[config.mk]
export PLATFORM = sky130hd
export DESIGN_NAME = axis_window_expander_flat
export DESIGN_NICKNAME = d
export VERILOG_FILES = /design/src/rtl/axis_window_expander_if.sv /design/src/rtl/axis_window_expander.sv /design/src/flat_wrapper.sv
export SDC_FILE = /design/constraint.sdc
export NUM_CORES = 1
export LEC_CHECK = 0
export CAP_MARGIN = 0
export CORE_MARGIN = 5
export CORE_UTILIZATION = 49
export DETAILED_ROUTE_END_ITERATION = 8
export GPL_TIMING_DRIVEN = 0
export PLACE_DENSITY = 0.77
export REMOVE_ABC_BUFFERS = 1
export SLEW_MARGIN = 25
export SYNTH_ARGS = -nofsm -noshare
export SYNTH_HDL_FRONTEND = slang
export SYNTH_SLANG_ARGS = --single-unit
[constraint.sdc]
create_clock -name aclk -period 12.6 [get_ports aclk]
set_input_delay 2.52 -clock aclk [delete_from_list [all_inputs] [get_ports aclk]]
set_output_delay 2.52 -clock aclk [all_outputs]
set_load 0.01 [all_outputs]
[src/rtl/axis_window_expander_if.sv]
// AXI4-Stream bundle for the window expander: master drives data/valid/last,
// slave returns ready. The slave side carries no tlast.
interface axis_window_expander_if #(
  parameter int DATA_WIDTH = 128
) ();
  logic [DATA_WIDTH-1:0] tdata;
  logic                  tvalid;
  logic                  tready;
  logic                  tlast;

  modport master (output tdata, output tvalid, output tlast, input tready);
  modport slave  (input tdata, input tvalid, output tready);
endinterface

[src/rtl/axis_window_expander.sv]
// Replays one accepted window word as cfg+1 output beats; the low flag field
// is forwarded on the first beat only and cleared on every later beat.
module axis_window_expander #(
  parameter int AXIS_TDATA_WIDTH = 128,
  parameter int FLAG_WIDTH       = 66,
  parameter int CNTR_WIDTH       = 8
) (
  input  logic                             aclk,
  input  logic                             areset,
  input  logic [CNTR_WIDTH-1:0]            cfg,
  axis_window_expander_if.slave            s_axis,
  axis_window_expander_if.master           m_axis
);

  typedef enum logic [0:0] {
    ST_IDLE = 1'b0,
    ST_EMIT = 1'b1
  } state_t;

  localparam logic [AXIS_TDATA_WIDTH-1:0] FLAG_CLEAR =
    {AXIS_TDATA_WIDTH{1'b1}} << FLAG_WIDTH;
  localparam logic [CNTR_WIDTH-1:0] CNTR_ZERO = {CNTR_WIDTH{1'b0}};
  localparam logic [CNTR_WIDTH-1:0] CNTR_ONE  = {{(CNTR_WIDTH-1){1'b0}}, 1'b1};

  state_t                      state_q, state_d;
  logic [AXIS_TDATA_WIDTH-1:0] word_q, word_d;
  logic [CNTR_WIDTH-1:0]       len_q, len_d;
  logic [CNTR_WIDTH-1:0]       cntr_q, cntr_d;
  logic [AXIS_TDATA_WIDTH-1:0] m_tdata_q, m_tdata_d;
  logic                        m_tvalid_q, m_tvalid_d;
  logic                        m_tlast_q, m_tlast_d;

  logic s_tready_s;
  logic accept_s;
  logic m_hs_s;
  logic load_s;

  // Ready is combinational from downstream ready so windows can run back-to-back.
  assign s_tready_s = ~areset & ((state_q == ST_IDLE) |
                                 ((state_q == ST_EMIT) & (cntr_q == len_q) & m_axis.tready));
  assign accept_s   = s_axis.tvalid & s_tready_s;
  assign m_hs_s     = m_tvalid_q & m_axis.tready;

  assign s_axis.tready = s_tready_s;
  assign m_axis.tdata  = m_tdata_q;
  assign m_axis.tvalid = m_tvalid_q;
  assign m_axis.tlast  = m_tlast_q;

  always_comb begin
    state_d = state_q;
    word_d  = word_q;
    len_d   = len_q;
    cntr_d  = cntr_q;
    load_s  = 1'b0;

    case (state_q)
      ST_IDLE: begin
        if (accept_s) begin
          load_s = 1'b1;
        end else begin
          load_s = 1'b0;
        end
      end
      ST_EMIT: begin
        if (m_hs_s) begin
          if (cntr_q != len_q) begin
            cntr_d = cntr_q + CNTR_ONE;
          end else if (accept_s) begin
            load_s = 1'b1;
          end else begin
            state_d = ST_IDLE;
          end
        end else begin
          state_d = ST_EMIT;
        end
      end
      default: begin
        state_d = ST_IDLE;
      end
    endcase

    if (load_s) begin
      word_d  = s_axis.tdata;
      len_d   = cfg;
      cntr_d  = CNTR_ZERO;
      state_d = ST_EMIT;
    end else begin
      word_d  = word_d;
    end

    // Outputs are precomputed from the next state so they leave the flops directly.
    m_tvalid_d = (state_d == ST_EMIT);
    m_tlast_d  = (state_d == ST_EMIT) && (cntr_d == len_d);
    if (state_d == ST_EMIT) begin
      if (cntr_d == CNTR_ZERO) begin
        m_tdata_d = word_d;
      end else begin
        m_tdata_d = word_d & FLAG_CLEAR;
      end
    end else begin
      m_tdata_d = m_tdata_q;
    end
  end

  always_ff @(posedge aclk or posedge areset) begin
    if (areset) begin
      state_q    <= ST_IDLE;
      word_q     <= {AXIS_TDATA_WIDTH{1'b0}};
      len_q      <= CNTR_ZERO;
      cntr_q     <= CNTR_ZERO;
      m_tdata_q  <= {AXIS_TDATA_WIDTH{1'b0}};
      m_tvalid_q <= 1'b0;
      m_tlast_q  <= 1'b0;
    end else begin
      state_q    <= state_d;
      word_q     <= word_d;
      len_q      <= len_d;
      cntr_q     <= cntr_d;
      m_tdata_q  <= m_tdata_d;
      m_tvalid_q <= m_tvalid_d;
      m_tlast_q  <= m_tlast_d;
    end
  end

endmodule

[src/flat_wrapper.sv]
// flat-port wrapper written by rule: the top's interface ports become plain ports
module axis_window_expander_flat 
#(
  parameter int AXIS_TDATA_WIDTH = 128,
  parameter int FLAG_WIDTH       = 66,
  parameter int CNTR_WIDTH       = 8
)
  (aclk, areset, cfg, s_axis_tdata, s_axis_tvalid, s_axis_tready, m_axis_tdata, m_axis_tvalid, m_axis_tlast, m_axis_tready);
  axis_window_expander_if #(.DATA_WIDTH((128))) s_axis_i ();
  axis_window_expander_if #(.DATA_WIDTH((128))) m_axis_i ();
  input  logic aclk;
  input  logic areset;
  input  logic [CNTR_WIDTH-1:0] cfg;
  input wire logic [$bits(s_axis_i.tdata)-1:0] s_axis_tdata;
  input wire logic [$bits(s_axis_i.tvalid)-1:0] s_axis_tvalid;
  output wire logic [$bits(s_axis_i.tready)-1:0] s_axis_tready;
  output wire logic [$bits(m_axis_i.tdata)-1:0] m_axis_tdata;
  output wire logic [$bits(m_axis_i.tvalid)-1:0] m_axis_tvalid;
  output wire logic [$bits(m_axis_i.tlast)-1:0] m_axis_tlast;
  input wire logic [$bits(m_axis_i.tready)-1:0] m_axis_tready;
  assign s_axis_i.tdata = s_axis_tdata;
  assign s_axis_i.tvalid = s_axis_tvalid;
  assign s_axis_tready = s_axis_i.tready;
  assign m_axis_tdata = m_axis_i.tdata;
  assign m_axis_tvalid = m_axis_i.tvalid;
  assign m_axis_tlast = m_axis_i.tlast;
  assign m_axis_i.tready = m_axis_tready;
  axis_window_expander #(.AXIS_TDATA_WIDTH(AXIS_TDATA_WIDTH), .FLAG_WIDTH(FLAG_WIDTH), .CNTR_WIDTH(CNTR_WIDTH)) u_core (.aclk(aclk), .areset(areset), .cfg(cfg), .s_axis(s_axis_i), .m_axis(m_axis_i));
endmodule
Yosys cells after proc, flatten, opt, wreduce, memory -nomap -nowiden
Index checks and enable logic that the tools add are counted.
{"block": "classes", "n_bitwise": 8, "n_mux": 15, "addsub": 1, "n_reduce_logical": 2, "eq_ne": 3}
{"op": "$mux W128", "n": 1}
{"op": "$mux W66", "n": 1}
{"op": "$mux W8", "n": 5}
{"op": "$eq A8 B8 Y1", "n": 2}
{"op": "$add A8 B1 Y8 const B", "n": 1}
{"op": "$logic_not A8 Y1", "n": 1}
{"op": "$ne A8 B8 Y1", "n": 1}
{"op": "$mux W1", "n": 7}
{"op": "$and A1 B1 Y1", "n": 5}
{"op": "$not A1 Y1", "n": 2}
{"op": "$pmux W1 S2", "n": 1}
{"op": "$logic_and A1 B1 Y1", "n": 1}
{"op": "$or A1 B1 Y1", "n": 1}
{"block": "word_totals", "elab_cells": 35, "reg_bits": 274}

Longest topological paths before layout
Gate-level depths: netlist of the first run.
{"block": "depth", "ltp_word": 13, "mapped_depth": 10, "mapped_depth_nobuf": 8}

Least setup slack after synthesis of the first run
No wires, ideal clock.
{"block": "synth_timing", "kind": "input to output", "start": "input m_axis_tready", "end": "output s_axis_tready", "arrival_time_ns": 2.872, "slack_ns": 7.208, "cell_stages": 2, "cell_sequence": "a31oi_1 -> nor2_1"}
{"block": "synth_between", "elab_chain_cells": 3}
{"element": "start, declared", "line": "flat_wrapper.sv:20", "source": "input wire logic [$bits(m_axis_i.tready)-1:0] m_axis_tready;"}
{"element": "$and A1 B1 Y1", "line": "axis_window_expander.sv:40", "source": "((state_q == ST_EMIT) & (cntr_q == len_q) & m_axis.tready));"}
{"element": "$or A1 B1 Y1", "line": "axis_window_expander.sv:39", "source": "assign s_tready_s = ~areset & ((state_q == ST_IDLE) |"}
{"element": "$and A1 B1 Y1", "line": "axis_window_expander.sv:39"}
{"element": "end, declared", "line": "flat_wrapper.sv:16", "source": "output wire logic [$bits(s_axis_i.tready)-1:0] s_axis_tready;"}
Every way passes these cells.

Final worst setup path of the first run
Ends and elaborated chain as after synthesis.

==> metrics.md, run 1 <==
| Metric | Value |
|---|---|
| CP Capture Type | output pin |
| Crit Path Category | input port to output pin |
| DRC | 0 |
| Final Setup Violations | 0 |
| Status | completed |
| 1st-pass router iterations | 5 |
| Max Cap Viol | 0 |
| Layout overhead on the synthesized area | 40.07% |
| Net Sw Power | ~1.1 mW |
| Cell with the most instances after synthesis | dfrtp_1 |
| Max FO, Critical Path | 15 |
| Starting DRT DRC Count | 472 |
| Synth cell count leaders | dfrtp_1 (274), nor2_1 (199), mux2_2 (69) |
| Total Wirelength | around 26 mm |
| Clk pwr share | 0.257 |
| WL/cell | approximately 19 um |
| Slew Limit Fails | 0 |
| Period utilization | 0.5494 |
| Yosys warnings | 0 |
| Synth area leaders | dfrtp_1 (63%), mux2_2 (7.2%), nor2_1 (6.9%) |
| Hold Crit Depth | 1 |
| Core Area | 0.02176 mm^2 |
| Via count | ~7500 |
| LEAKAGE | approximately 6.8 nW |
| Post CTS Setup Buffer Count | 0 |
| Worst Reg-to-Reg Cells | 10 |
| Clock latency on the worst-skew pair | about 0.54 ns |
| Hold Vio Cnt, Final | 0 |
| Min-Delay Path Class | flop to flop |
| Starting Density | 0.4975 |
| Top FF cell, synth | dfrtp_1 |
| CTS tree | done |
| Slew @ Worst Pin | about 0.75 ns |
| IR drop worst, VDD | 0.0001448 V |
| Tmin final | about 6.9 ns |
| Post-route ant nets | 0 |
| Placed Area | roughly 0.014 mm^2 |
| Fin Clk Skew | 0.01551 ns |
| GRT Overall Usage | 0.2072 |
| Sw frac | 0.3187 |
| RSZ-0062 raised after global routing | false |
| Final antenna diode count | 0 |
| Distinct cells, synth | 53 |
| Final #Nets | between 1000 and 1500 |
| Asr flop ratio synth | 1.000 |
| GP Congestion | between 0.8 and 0.9 |
| Area of the die | roughly 0.025 mm^2 |
| IO Count | 271 |
| Syn_area_per_cell | 12.84 um^2 |
| Reg power frac | 0.393 |
| Clk buf depth | 3 |
| Power Internal | 2.372 mW |
| Via-to-Cell Ratio | approximately 5.4 |
| Slew margin rel. | 0.5010 |
| FMAX | ~0.14 GHz |
| CTS Sinks | between 200 and 300 |
| Synthesized flop and latch total | 274 |
| PwrDens | around 230 mW/mm^2 |
| Syn Inst Count | about 840 |
| Htree depth | 1 |
| Critical path required time | slightly above 10 ns |
| Global-route wire length before repair | 42.19 mm |
| Number of synthesized flops with an enable pin | 0 |
| I/O Buffers | between 200 and 300 |
| Register area share after synthesis | 0.6335 |
| Critical Path AT | about 4.4 ns |
| Clk slew on worst S/H paths | about 0.060 ns |
| Synthesized cell area | approximately 0.011 mm^2 |
| Post-cts sizing count | 0 |
| Initial antenna violation count | 0 |
| Crit start category | input port |
| Die height | 158.6 um |
| Final Instance Area | about 0.015 mm^2 |
| Post-cts hold buffer count | 0 |
| Post-Route Setup TNS | 0 ns |
| Core Rows | 54 |
| Layout cell share with drive strength beyond 1 | 0.1358 |
| Die W | 158.6 um |
| CTS buffer count | 28 |
| Yosys top cell area share | 0.6335 |
| Root Driver | clkbuf_16 |
| Overflow after GRT | 0 |
| Vias in the first global route | 8023 |
| HPWL Detailed | 17.79 mm |
| Comb pwr share | 0.351 |
| Largest net degree at the start of global routing | a little over 90 |
| Yosys top cell by area | dfrtp_1 |
-- kinds of logic after synthesis --
group / count (synthesis) / share of synthesized area
buffers and inverters: 64 / 0.02728
AND/OR/NAND/NOR: 250 / 0.09549
XOR/XNOR: 18 / 0.01792
flip-flops: 274 / 0.6335
AO/OA/AOI/OAI: 101 / 0.08428
adder cells (fa/ha/maj): 1 / 0.001156
multiplexers: 135 / 0.1403
-- final timing paths --
path | start | endpoint | slack, ns
min in group asynchronous | areset | u_core.m_axis.tdata[117] | 2.42
min | u_core.word_q[107] | u_core.word_q[107] | 0.48
max reg2reg | u_core.cntr_q[2] | u_core.m_axis.tdata[17] | 8.88
max | m_axis_tready | s_axis_tready | 5.68
min reg2reg | u_core.word_q[107] | u_core.word_q[107] | 0.48
max in group asynchronous | areset | u_core.word_q[60] | 9.06
-- state kept, by name (all words and copies together) (netlist names) --
signal,count
u_core.cntr_q,8
u_core.len_q,8
u_core.m_axis.tdata,128
u_core.m_axis.tlast,1
u_core.state_q,1
u_core.word_q,128
-- power by group through the flow --
| stage | logic, mW | registers, mW | clock network, mW |
|---|---|---|---|
| after floorplan | 0.645 | 1.41 | 0 |
| after global placement | 1.16 | 1.37 | 0 |
| after detailed placement | 1.23 | 1.38 | 0 |
| after CTS | 1.23 | 1.37 | 0.919 |
| after global routing | 1.34 | 1.41 | 0.957 |
| final | 1.22 | 1.37 | 0.894 |
-- routing by layer --
metal | vias to the layer above | share of wire | track usage | wire length, um
li1 | 3475 | - | - | -
met4 | 0 | 0.020 | 0.04752 | 531
met1 | 3769 | 0.40 | 0.2682 | 10440
met3 | 39 | 0.11 | 0.08915 | 2980
met2 | 265 | 0.47 | 0.3268 | 12390
met5 | - | 0 | 0 | 0
-- placed cells by master (no fill, tap or decap), types with 3 or more instances in the layout --
cell               n
buf_12             3
inv_1              4
o21ai_1            3
clkdlybuf4s50_1  270
nor2_1           198
mux2_1            65
xor2_1             9
xor2_2             3
bufinv_16          5
and3_1             4
clkbuf_1           3
mux2_2            69
a21oi_1            9
clkbuf_8           8
nor4_1             3
dfrtp_1          274
xnor2_1            5
a32o_1            66
nand2_1           19
clkbuf_16         28
buf_16            15
nand3_1            5
clkinv_2           6
nor3_1             4
-- worst max-delay path, stage by stage --
cell and delay (ns):
clkdlybuf4s50_1 0.78, a31oi_1 0.33, nor2_1 0.18, clkdlybuf4s50_1 0.59
-- cell type report --
type | instances | area (um^2)
fillers | 1498 | 6596
well taps | 280 | 350.3
clock inverters | 13 | 203.9
flip-flops and latches | 274 | 6857
inverters | 7 | 36.28
multi-input cells | 505 | 3700
repair buffers | 289 | 3191
clock buffers | 39 | 822.0
-- through the flow --
step / utilization / hold slack [ns] / cells / setup slack [ns] / total power [mW]
final: 0.6968 / 0.4802 / 1407 / 5.677 / 3.482
after global routing: 0.6968 / 0.4935 / 1407 / 5.579 / 3.707
after CTS: 0.6968 / 0.4839 / 1407 / 5.700 / 3.523
after detailed placement: 0.6496 / 0.4701 / 1355 / 5.700 / 2.607
after global placement: 0.6254 / 0.4640 / 1336 / -2.858 / 2.526
after floorplan: - / 0.4551 / 786 / 2.528 / 2.054
Power figures use the tool's default switching activity.
==> run 2, diff against run 1 <==
CORE_UTILIZATION = 44   (was 49)
PLACE_DENSITY = 0.73   (was 0.77)
clock period = 5.6 ns   (was 12.6 ns; I/O delays follow)
==> run 2 against run 1 <==
Effect of this change:
- register-to-register slack got worse by 6.8 ns
- largest power group unchanged
- routed wire length fell by 0.99%
- global-route usage decreased by 2.3 points
- non-clock buffer count is 4 lower
- critical path type unchanged
- via count fell by 1.4%
- critical path depth unchanged
- combinational power is 120% higher
- clock skew rose by 0.0037 ns
- cell area decreased by 0.86%
- power up 120%
- die area up 11%
- worst setup slack got worse by 4.2 ns
==> metrics.md, run 2 (synthesized netlist as in run 1, its figures left out) <==
| Metric | Value |
|---|---|
| CTS Sinks | 274 (unchanged) |
| Post-cts sizing count | 0 (unchanged) |
| Crit Path Category | input port to output pin (unchanged) |
| Clk slew on worst S/H paths | 0.06 ns (about the same) |
| Overflow after GRT | 0 (unchanged) |
| Pre-CTS setup slack | 1.303 ns (was 5.700 ns) |
| Die W | 166.8 um (was 158.6 um) |
| Worst-case hold slack | 0.4828 ns (was 0.4802 ns) |
| Post-cts hold buffer count | 0 (unchanged) |
| Crit start category | input port (unchanged) |
| Hold-critical path endpoint | u_core.word_q[45] (was u_core.word_q[107]) |
| Placed Cells incl. Taps | 1395 (was 1355) |
| HPWL Detailed | 17.50 mm (was 17.79 mm) |
| Area of the multi-input gates | 0.003700 mm^2 (unchanged) |
| Core Rows | 57 (was 54) |
| Min-Delay Path Class | flop to flop (unchanged) |
| IO Count | 271 (unchanged) |
| Global-route wire length before repair | 42.51 mm (was 42.19 mm) |
| CTS tree | done (unchanged) |
| Period utilization | 0.7344 |
| Worst Reg-to-Reg Cells | 9 (was 10) |
| Via count | 7445 (was 7548) |
| RSZ-0062 raised after global routing | false (unchanged) |
| Area of the die | 0.02783 mm^2 (was 0.02516 mm^2) |
| Max FO, Critical Path | 15 (unchanged) |
| FMAX | 0.2431 GHz |
| LEAKAGE | 6.677 nW (was 6.762 nW) |
| Fillers | 1929 (was 1498) |
| Crit-path slowest cell | clkdlybuf4s50_1 (unchanged) |
| CP dominant cell by count | clkdlybuf4s50_1 (unchanged) |
| 1st-pass router iterations | 6 (was 5) |
| Core Area | 0.02425 mm^2 (was 0.02176 mm^2) |
| Slew @ Worst Pin | 0.7327 ns (was 0.7485 ns) |
| GP Congestion | 0.8633 (was 0.8450) |
| Starting DRT DRC Count | 489 (was 472) |
| I/O Buffers | 270 (unchanged) |
| Initial antenna violation count | 3 (was 0) |
| CP peak stage delay | 0.79 ns (was 0.78 ns) |
| Total Wirelength | 26.08 mm (was 26.34 mm) |
| Reg2reg start | u_core.cntr_q[2] (unchanged) |
| Layout cell share with drive strength beyond 1 | 0.1343 (was 0.1358) |
| Via-to-Cell Ratio | 5.142 (was 5.365) |
| Critical Path AT | 2.99 ns (was 4.40 ns) |
| GRT Overall Usage | 0.1844 (was 0.2072) |
| Fin Clk Skew | 0.01919 ns (was 0.01551 ns) |
| Worst path cell trace | clkdlybuf4s50_1 > a31oi_1 > nor2_1 > clkdlybuf4s50_1 (unchanged) |
| Reg-to-reg endpoint | u_core.m_axis.tdata[26] (was u_core.m_axis.tdata[17]) |
| Post-Route Setup TNS | 0 ns (unchanged) |
| Final Setup Violations | 0 (unchanged) |
| Reg area | 0.006857 mm^2 (unchanged) |
| Slew Limit Fails | 0 (unchanged) |
| Root Driver | clkbuf_16 (unchanged) |
| Status | completed (unchanged) |
| Starting Density | 0.4463 (was 0.4975) |
| Layout overhead on the synthesized area | 38.87% (was 40.07%) |
| Clock latency on the worst-skew pair | 0.54 ns (about the same) |
| Htree depth | 1 (unchanged) |
| CP delay by family, top | buffers and inverters (unchanged) |
| WL/cell | 18.01 um (was 18.72 um) |
| IR drop worst, VDD | 0.0003218 V (was 0.0001448 V) |
| PwrDens | 511.4 mW/mm^2 (was 229.7 mW/mm^2) |
| Slew margin rel. | 0.5116 (was 0.5010) |
| Commonest non-fill, non-tap cell in the layout | dfrtp_1 (unchanged) |
| Final #Nets | 1243 (was 1246) |
| Commonest cells after routing, fill and taps aside | dfrtp_1 (274), clkdlybuf4s50_1 (270), nor2_1 (198), mux2_2 (69), a32o_1 (66) (unchanged) |
| CTS buffer count | 29 (was 28) |
| Clk buf depth | 3 (unchanged) |
| DRC | 0 (unchanged) |
| Final worst slack | 1.487 ns (was 5.677 ns) |
| Tmin final | approximately 4.1 ns |
| Largest net degree at the start of global routing | 100 (was 92) |
| Hold Vio Cnt, Final | 0 (unchanged) |
| Hold Crit Depth | 1 (unchanged) |
| Vias in the first global route | 7839 (was 8023) |
| Finished Layout Cells | 1448 (was 1407) |
| CP Capture Type | output pin (unchanged) |
| Post-route ant nets | 0 (unchanged) |
| Min-delay src | u_core.word_q[45] (was u_core.word_q[107]) |
| Final antenna diode count | 0 (unchanged) |
| Die height | 166.8 um (was 158.6 um) |
| Post CTS Setup Buffer Count | 0 (unchanged) |
| Critical path required time | 4.48 ns (was 10.08 ns) |
| WP buf/inv | 2 (unchanged) |
| Max Cap Viol | 0 (unchanged) |
| R2r setup slk | 2.06 ns (was 8.88 ns) |
==> run 2: changes by cell type in the layout (fill, tap and decap cells not counted), moves of 2 or more <==
cell	previous run	this run
buf_12	3	9
buf_16	15	6
bufinv_16	5	2
clkinvlp_4	1	3
==> run 2: worst reg2reg max path, delay by kind of cell (launching register included) <==
kind            cells  cell delay, ns
compound gates      2            0.56
xor+xnor            1            0.20
buf+inv             3            0.66
flops               1            0.57
mux                 1            0.40
simple gates        2            1.08
==> run 2: final cells by class <==
| type | instances | area share |
|---|---|---|
| sequential | 274 | 0.4562 |
| multi-input combinational | 505 | 0.2462 |
| timing repair buffer | 285 | 0.2028 |
| clock buffer | 40 | 0.05703 |
| tap | 324 | 0.02697 |
| clock inverter | 13 | 0.008408 |
| inverter | 7 | 0.002414 |
==> run 2: worst max-delay path by stage <==
stage,start,end,cells after the start,slack [ns]
6_report,m_axis_tready,s_axis_tready,4,1.49
2_1_floorplan,areset,u_core.cntr_q[0],1,-3.07
5_1_grt,m_axis_tready,s_axis_tready,4,1.35
3_3_place_gp,m_axis_tready,u_core.state_q,4,-8.86
3_5_place_dp,m_axis_tready,u_core.m_axis.tdata[26],8,1.30
4_1_cts,m_axis_tready,s_axis_tready,4,1.47
==> run 2: through the flow <==
stage            util  cell area, um^2  power [mW]
4_1_cts        0.6198            15030       7.790
2_1_floorplan       -            10550       4.622
6_report       0.6198            15030       7.686
3_5_place_dp   0.5793            14050       5.837
5_1_grt        0.6198            15030       8.179
3_3_place_gp   0.5634            13660       5.707
==> run 2: where the power goes <==
group          leakage [nW]  switching (mW)  internal (mW)
logic                  2.68            1.40           1.31
registers              3.51           0.312           2.75
clock network         0.485           0.761           1.16
==> run 2: per-layer routing <==
| metal | routed length [um] | global-route usage | up-vias |
|---|---|---|---|
| li1 | - | - | 3464 |
| met1 | 11250 | 0.2491 | 3707 |
| met2 | 11810 | 0.2844 | 241 |
| met3 | 2649 | 0.07822 | 27 |
| met4 | 317 | 0.03308 | 6 |
| met5 | 54 | 0 | - |
==> run 3, diff against run 2 <==
CORE_UTILIZATION = 49   (was 44)
PLACE_DENSITY = 0.77   (was 0.73)
clock period = 3.8 ns   (was 5.6 ns; I/O delays follow)
==> run 3 against run 2 <==
Effect of this change:
- hold slack got worse by 0.0029 ns
- non-clock buffer count rose by 7
- die area fell by 9.6%
- sequential cell count did not move
- worst setup slack got worse by 1.3 ns
- global-route usage rose by 2.3 points
- routed wire length rose by 0.87%
- register-to-register slack got worse by 1.6 ns
- largest power group unchanged
- combinational power rose by 50%
- sequential share of layout area fell by 0.48 points
- sequential power rose by 48%
- clock-buffer cell count fell by 1
==> metrics.md, run 3 (synthesized netlist as in run 1, its figures left out) <==
| Metric | Value |
|---|---|
| Worst-case hold slack | 0.4799 ns (was 0.4828 ns) |
| Placed Cells incl. Taps | 1355 (was 1395) |
| Clk pwr share | 0.257 (was 0.250) |
| Clk slew on worst S/H paths | 0.06 ns (about the same) |
| Crit start category | flop (was input port) |
| LEAKAGE | 6.779 nW (was 6.677 nW) |
| Via count | 7515 (was 7445) |
| Final worst slack | 0.2211 ns (was 1.487 ns) |
| Post-Route Setup TNS | 0 ns (unchanged) |
| Die W | 158.6 um (was 166.8 um) |
| Fillers | 1497 (was 1929) |
| IO Count | 271 (unchanged) |
| Slew @ Worst Pin | 0.7518 ns (was 0.7327 ns) |
| Layout overhead on the synthesized area | 40.34% (was 38.87%) |
| Min-Delay Path Class | flop to flop (unchanged) |
| Core Rows | 54 (was 57) |
| Hold Vio Cnt, Final | 0 (unchanged) |
| Largest net degree at the start of global routing | 92 (was 100) |
| Crit Path Category | flop to output pin (was input port to output pin) |
| CTS Sinks | 274 (unchanged) |
| Finished Layout Cells | 1410 (was 1448) |
| Overflow after GRT | 0 (unchanged) |
| HPWL Detailed | 17.79 mm (was 17.50 mm) |
| Final antenna diode count | 0 (unchanged) |
| Final #Nets | 1249 (was 1243) |
| Slew margin rel. | 0.4988 (was 0.5116) |
| Power Internal | 7.873 mW (was 5.216 mW) |
| Status | completed (unchanged) |
| FMAX | between 0.2 and 0.3 GHz |
| Layout cell share with drive strength beyond 1 | 0.1389 (was 0.1343) |
| IR drop worst, VDD | 0.0004807 V (was 0.0003218 V) |
| Post-route ant nets | 0 (unchanged) |
| Final Setup Violations | 0 (unchanged) |
| Commonest non-fill, non-tap cell in the layout | dfrtp_1 (unchanged) |
| Net Sw Power | 3.684 mW (was 2.470 mW) |
| Crit-path slowest cell | clkdlybuf4s50_1 (unchanged) |
| CTS buffer count | 28 (was 29) |
| Pre-CTS setup slack | -0.1887 ns (was 1.303 ns) |
| Worst path cell trace | xor2_2 > nor4_1 > a31oi_1 > nor2_1 > clkdlybuf4s50_1 (was clkdlybuf4s50_1 > a31oi_1 > nor2_1 > clkdlybuf4s50_1) |
| CTS tree | done (unchanged) |
| CP Capture Type | output pin (unchanged) |
| Area of the multi-input gates | 0.003706 mm^2 (was 0.003700 mm^2) |
| GP Congestion | 0.8450 (was 0.8633) |
| WP buf/inv | 1 (was 2) |
| Critical path required time | 3.04 ns (was 4.48 ns) |
| Pwr Total | 11.56 mW (was 7.686 mW) |
| CP delay by family, top | simple AND/OR/NAND/NOR gates (was buffers and inverters) |
| CP peak stage delay | 0.58 ns (was 0.79 ns) |
| Total Wirelength | 26.31 mm (was 26.08 mm) |
| Htree depth | 1 (unchanged) |
| Period utilization | 0.9418 |
| DRC | 0 (unchanged) |
| Slew Limit Fails | 0 (unchanged) |
| 1st-pass router iterations | 5 (was 6) |
| Fin Clk Skew | 0.01548 ns (was 0.01919 ns) |
| RSZ-0062 raised after global routing | false (unchanged) |
| Vias in the first global route | 8023 (was 7839) |
| Via-to-Cell Ratio | 5.330 (was 5.142) |
| Core Area | 0.02176 mm^2 (was 0.02425 mm^2) |
| GRT Overall Usage | 0.2072 (was 0.1844) |
| Area of the die | 0.02516 mm^2 (was 0.02783 mm^2) |
| Clk buf depth | 3 (unchanged) |
| Starting DRT DRC Count | 443 (was 489) |
| Comb pwr share | 0.351 (was 0.352) |
| Placed Area | 0.01413 mm^2 (was 0.01405 mm^2) |
| Critical Path AT | 2.82 ns (was 2.99 ns) |
| Max FO, Critical Path | 9 (was 15) |
| Max Cap Viol | 0 (unchanged) |
| Reg power frac | 0.392 (was 0.399) |
| PwrDens | 760.9 mW/mm^2 (was 511.4 mW/mm^2) |
| WL/cell | 18.66 um (was 18.01 um) |
| I/O Buffers | 270 (unchanged) |
| Starting Density | 0.4975 (was 0.4463) |
| Die height | 158.6 um (was 166.8 um) |
| Initial antenna violation count | 0 (was 3) |
| Sw frac | 0.3187 (was 0.3214) |
| Clock latency on the worst-skew pair | 0.54 ns (about the same) |
| Tmin final | between 3 and 4 ns |
| Final Instance Area | 0.01519 mm^2 (was 0.01503 mm^2) |
| Utilization after layout | 0.6981 (was 0.6198) |
| Reg area | 0.006857 mm^2 (unchanged) |
| Commonest cells after routing, fill and taps aside | dfrtp_1 (274), clkdlybuf4s50_1 (270), nor2_1 (198), mux2_2 (69), a32o_1 (66) (unchanged) |
| Root Driver | clkbuf_16 (unchanged) |
| Global-route wire length before repair | 42.19 mm (was 42.51 mm) |
-- run 3: cell count changes in the layout (fill, tap and decap cells not counted), moves of 2 or more --
cell / change
buf_16: +9
buf_12: -6
buf_4: +3
bufinv_16: +3
clkinvlp_4: -2
-- run 3: path summary, 6_finish.rpt --
path                                    start                       to  slack, ns  cells past startpoint
max                          u_core.cntr_q[6]            s_axis_tready       0.22                      5
min in group asynchronous              areset  u_core.m_axis.tdata[91]       0.66                      2
min reg2reg                u_core.word_q[107]       u_core.word_q[107]       0.48                      1
min                        u_core.word_q[107]       u_core.word_q[107]       0.48                      1
max in group asynchronous              areset  u_core.m_axis.tdata[27]       2.02                      4
max reg2reg                  u_core.cntr_q[6]  u_core.m_axis.tdata[38]       0.47                     11
-- run 3: power groups by stage --
stage	clock, mW	sequential (mW)	combinational, mW
detailed placement	0	4.58	4.06
finish	2.97	4.53	4.06
global placement	0	4.55	3.75
floorplan	0	4.67	2.14
global route	3.17	4.66	4.47
CTS	3.05	4.54	4.09
-- run 3: area by class of cell --
cell class,instances,area share
Timing Repair Buffer,292,0.2115
Clock buffer,39,0.05412
Multi-Input combinational cell,505,0.2440
Clock inverter,13,0.01343
Tap cell,280,0.02307
Sequential cell,274,0.4514
Inverter,7,0.002389
-- run 3: per-layer routing --
metal,routed length (um),global-route usage
met3,2957,0.08915
met5,0,0
met4,522,0.04752
met2,12370,0.3268
met1,10460,0.2682
-- run 3: repair_timing --
action                     in CTS  in global routing
setup endpoints to repair       0                 41
gates resized for setup         0                  1
hold buffers                    0                  0
buffers inserted                0                  3
